File: src/rtl/display_pkg.sv
// Shared types and constants for the seven-segment display path.
package display_pkg;

  localparam int          DIGITS   = 8;
  localparam logic [31:0] MAX_DEC  = 32'd99_999_999;
  localparam logic [31:0] OVF_CODE = 32'hEEEE_EEEE;

  typedef logic [3:0] nibble_t;

  typedef enum logic [1:0] {
    IDLE   = 2'd0,
    SHIFT  = 2'd1,
    FINISH = 2'd2
  } state_t;

endpackage

File: src/rtl/display_source_bcd_add3.sv
// Double-dabble digit correction: adds 3 to a BCD digit of 5 or more.
module bcd_add3
  import display_pkg::*;
(
  input  logic [3:0] digit_i,
  output logic [3:0] digit_o
);

  nibble_t adj;

  // Wraps within 4 bits; digits never exceed 9 for in-range inputs.
  assign adj     = digit_i + 4'd3;
  assign digit_o = (digit_i >= 4'd5) ? adj : digit_i;

endmodule

File: src/rtl/display_source.sv
// Captures a value on load and presents it as hex or as 8 packed BCD digits
// (sequential double-dabble), updating data_out only when a result is complete.
module display_source
  import display_pkg::*;
(
  input  logic        clk,
  input  logic        reset,
  input  logic        load,
  input  logic        mode_dec,
  input  logic [31:0] data_in,
  output logic [31:0] data_out,
  output logic        busy,
  output logic        done,
  output logic        overflow
);

  state_t      state_q, state_d;
  logic [31:0] bin_q, bin_d;
  logic [31:0] bcd_q, bcd_d;
  logic [4:0]  cnt_q, cnt_d;
  logic [31:0] data_out_q, data_out_d;
  logic        busy_q, busy_d;
  logic        done_q, done_d;
  logic        ovf_q, ovf_d;
  logic [31:0] bcd_adj;

  genvar gi;
  generate
    for (gi = 0; gi < DIGITS; gi++) begin : g_add3
      bcd_add3 u_add3 (
        .digit_i(bcd_q[4*gi +: 4]),
        .digit_o(bcd_adj[4*gi +: 4])
      );
    end
  endgenerate

  always_comb begin
    state_d    = state_q;
    bin_d      = bin_q;
    bcd_d      = bcd_q;
    cnt_d      = cnt_q;
    data_out_d = data_out_q;
    busy_d     = busy_q;
    done_d     = 1'b0;
    ovf_d      = ovf_q;
    case (state_q)
      IDLE: begin
        if (load) begin
          if (!mode_dec) begin
            data_out_d = data_in;
            ovf_d      = 1'b0;
            done_d     = 1'b1;
          end else if (data_in > MAX_DEC) begin
            data_out_d = OVF_CODE;
            ovf_d      = 1'b1;
            done_d     = 1'b1;
          end else begin
            bin_d   = data_in;
            bcd_d   = '0;
            cnt_d   = '0;
            ovf_d   = 1'b0;
            busy_d  = 1'b1;
            state_d = SHIFT;
          end
        end
      end
      SHIFT: begin
        bcd_d = {bcd_adj[30:0], bin_q[31]};
        bin_d = {bin_q[30:0], 1'b0};
        cnt_d = cnt_q + 5'd1;
        if (cnt_q == 5'd31) begin
          state_d = FINISH;
        end
      end
      FINISH: begin
        data_out_d = bcd_q;
        busy_d     = 1'b0;
        done_d     = 1'b1;
        state_d    = IDLE;
      end
      default: begin
        state_d = IDLE;
      end
    endcase
  end

  always_ff @(posedge clk or posedge reset) begin
    if (reset) begin
      state_q    <= IDLE;
      bin_q      <= '0;
      bcd_q      <= '0;
      cnt_q      <= '0;
      data_out_q <= '0;
      busy_q     <= 1'b0;
      done_q     <= 1'b0;
      ovf_q      <= 1'b0;
    end else begin
      state_q    <= state_d;
      bin_q      <= bin_d;
      bcd_q      <= bcd_d;
      cnt_q      <= cnt_d;
      data_out_q <= data_out_d;
      busy_q     <= busy_d;
      done_q     <= done_d;
      ovf_q      <= ovf_d;
    end
  end

  assign data_out = data_out_q;
  assign busy     = busy_q;
  assign done     = done_q;
  assign overflow = ovf_q;

endmodule

File: config.mk
export PLATFORM = sky130hd
export DESIGN_NAME = display_source
export DESIGN_NICKNAME = d
export VERILOG_FILES = /design/src/rtl/display_pkg.sv /design/src/rtl/display_source_bcd_add3.sv /design/src/rtl/display_source.sv
export SDC_FILE = /design/constraint.sdc
export NUM_CORES = 1
export LEC_CHECK = 0
export BUFFER_PORTS_ARGS = -buffer_cell sky130_fd_sc_hd__buf_4
export CORE_MARGIN = 4
export CORE_UTILIZATION = 40
export DETAILED_ROUTE_END_ITERATION = 10
export PLACE_DENSITY_LB_ADDON = 0.25
export RECOVER_POWER = 50
export SYNTH_ARGS = -nofsm -noshare
export SYNTH_HDL_FRONTEND = slang
export SYNTH_HIERARCHICAL = 1
export SYNTH_SLANG_ARGS = --single-unit
File: constraint.sdc
create_clock -name clk -period 10.7 [get_ports clk]
set_input_delay 3.21 -clock clk [delete_from_list [all_inputs] [get_ports clk]]
set_output_delay 3.21 -clock clk [all_outputs]
set_load 0.02 [all_outputs]
==> out/summary.md <==
Setup repair after global routing left no endpoint under its margin. The flow ran to the end, but the final reports show violations. In this run, placement finished with an instance count of 821. The core utilization of the finished layout was 0.467. The floorplan step set the die width to 128 um. The leading cell type in the layout, fill and taps excluded was sky130_fd_sc_hd__nand2_1. Global router's overall resource usage: 0.188. The tool flagged a number of max-cap violations equal to 2. Starting density of the core: 0.412. The clock period minus final worst setup slack was 5.83 ns; the first-pass iteration count of the detailed router was 5.

For the worst-skew pair, the clock arrives at the later sink with an insertion delay of 0.35 ns. The transition time at the pin with the least slew margin was 3.14 ns. Global routing finished with a remaining overflow of 0. The part of the power in the clock network was 0.346; the overall die height was 128 um. Data on the critical path arrives at its endpoint at 6.00 ns.

For the sequential group share of total power, the log shows 0.471. The tools report the number of buffers inserted to repair setup after CTS as 0. The number of clock buffers added by TritonCTS is 9.

The number of global-route vias before repair was 4619; the cell-internal power was 748 uW. The reported leakage power is 0.00311 uW. The initial antenna violation count was 0. The clock tree synthesis step divided the H-tree into 3 levels. The finished layout holds 836 standard cells, fillers aside.

For the number of endpoints failing setup at the final stage, the log shows 0. Yosys printed 6 warnings. The ratio of total power to cell area is 160 nW/um^2, and the required time at the endpoint of the critical path is 10.87 ns. The run gives 5770 um^2 as the synthesized cell area.

Input and output buffers added on the ports amount to 70. TritonCTS built the clock tree. The checks that failed: capacitance limit, slew limit.

The logs give 1370 for the number of filler instances in the final layout and 106 for the number of clock sinks. The first global-routing pass estimated 24400 um of wire. The clock-pin slew on the worst setup and hold paths is 0.06 ns. The element type at the critical path end is a flip-flop. The number of hold buffers added after cts was 0; the count of nets after finishing was 706. The run gives 14000 um^2 as the placeable core region. The count of nets left with antenna violations once routing finished came out at 0. The run gives 43 as the number of cell rows. The met1 track demand over resource in global routing was 0.254; the overall power of the completed layout was 1050 uW.

For the max-slew violation count, the log shows 114. Dividing the detail-routed wire length by the instance count gives 17.9 um. The detailed router finished its first iteration with 335 violations.

The largest fanout on the critical path came out at 25. The synthesized net count was 657; the share of the clock period used by the worst path after layout was 0.545. The placer's final routability congestion estimate is 0.823, and the count of boundary I/O pins is 71. The tools report the met2 track demand over resource in global routing as 0.302.

The global routing stage identified its most utilized layer as met2. STA classifies the critical path startpoint as a primary input. Cell at the root of the clock tree: sky130_fd_sc_hd__clkbuf_16. The tools report the post-cts sizing count as 0. The area growth from synthesis to layout is 13.4%. The met3 track utilization from global routing was 0.0446. The HPWL after detailed placement is 10200 um. The share of layout cells above drive strength 1 was 0.101; the final routed wirelength across all metal layers was 14900 um.

Count of inserted antenna diode cells: 0. Share of total power in combinational logic: 0.183. Dividing the synthesized area by the synthesized cell count gives 9.56 um^2. The worst-case IR drop observed on VDD is 0.0000889 V. The minimum hold slack came out at 0.492 ns. The top cell types in the final layout, fill and taps aside, are sky130_fd_sc_hd__nand2_1 (132), sky130_fd_sc_hd__dfrtp_1 (106), sky130_fd_sc_hd__a22o_1 (39), sky130_fd_sc_hd__clkbuf_1 (38), sky130_fd_sc_hd__buf_4 (38). The net switching power is 299 uW. The net switching share of the total power was 0.285; the via count normalized by instance count was 5.44.

For the overall die area, the log shows 16400 um^2. The maximum number of pins on one net before global-route repair was 70. Setup total negative slack on the finished layout was measured at 0 ns. The final hold violation count is 0, and the maximum clock frequency is 171 MHz. Class of the most critical setup path: in2reg.

The run gives -1.09 as the relative max-transition margin. The final route contains 4549 vias. The maximum number of buffers from clock root to sink was 2; the number of remaining DRC errors was 0. The gate count of the mapped netlist came out at 603. On the final layout, the worst clock skew is 0.00835 ns. Worst min-delay path class: reg2reg.
[registers in the layout (all words and copies together) (netlist names)]
register  cells
bcd_q        32
bin_q        32
busy          1
cnt_q         5
data_out     32
done          1
overflow      1
state_q       2
[path summary, 6_finish.rpt]
check	from	end	slack, ns	cells past startpoint
worst max-delay path	data_in[30]	data_out[0]$_DFFE_PP0P_	4.87	6
worst min-delay path	bin_q[2]$_DFFE_PP0P_	bin_q[2]$_DFFE_PP0P_	0.49	1
worst max register to register	state_q[0]$_DFFE_PP0P_	bin_q[12]$_DFFE_PP0P_	7.02	4
worst min register to register	bin_q[2]$_DFFE_PP0P_	bin_q[2]$_DFFE_PP0P_	0.49	1
max in group asynchronous	reset	bin_q[4]$_DFFE_PP0P_	5.78	3
min in group asynchronous	reset	bcd_q[20]$_DFFE_PP0P_	3.34	2
[final cells by class]
class / instances / area [um^2] / share of cell area
Timing Repair Buffer: 75 / 428 / 0.0655
Multi-Input combinational cell: 432 / 2810 / 0.429
Clock buffer: 13 / 260 / 0.0398
Tap cell: 180 / 225 / 0.0344
Sequential cell: 106 / 2650 / 0.406
Inverter: 28 / 106 / 0.0163
Clock inverter: 2 / 60.1 / 0.00919
[metal layers]
| metal | vias up | routed length, um |
|---|---|---|
| li1 | 2205 | - |
| met1 | 2221 | 6670 |
| met2 | 102 | 7130 |
| met3 | 21 | 813 |
| met4 | 0 | 322 |
| met5 | - | 0 |
[power by group through the flow]
stage	combinational [uW]	clock, uW	sequential, uW
after detailed placement	212	0	501
final	192	362	493
after global routing	214	387	501
after global placement	206	0	499
after CTS	213	372	494
after floorplan	114	0	516
[critical path: stages]
cell	delay [ns]
sky130_fd_sc_hd__buf_4	0.13
sky130_fd_sc_hd__nor4_1	0.48
sky130_fd_sc_hd__nand2_1	0.15
sky130_fd_sc_hd__o32ai_1	0.87
sky130_fd_sc_hd__and2_1	0.96
sky130_fd_sc_hd__a211oi_1	0.19
[per-stage QoR]
stage,setup WS [ns],cell area [um^2]
global placement,5.05,6390
finish,4.87,6540
detailed placement,4.96,6390
CTS,5.33,6710
floorplan,4.70,5770
global route,4.63,6540
(Power assumes the default switching activity.)
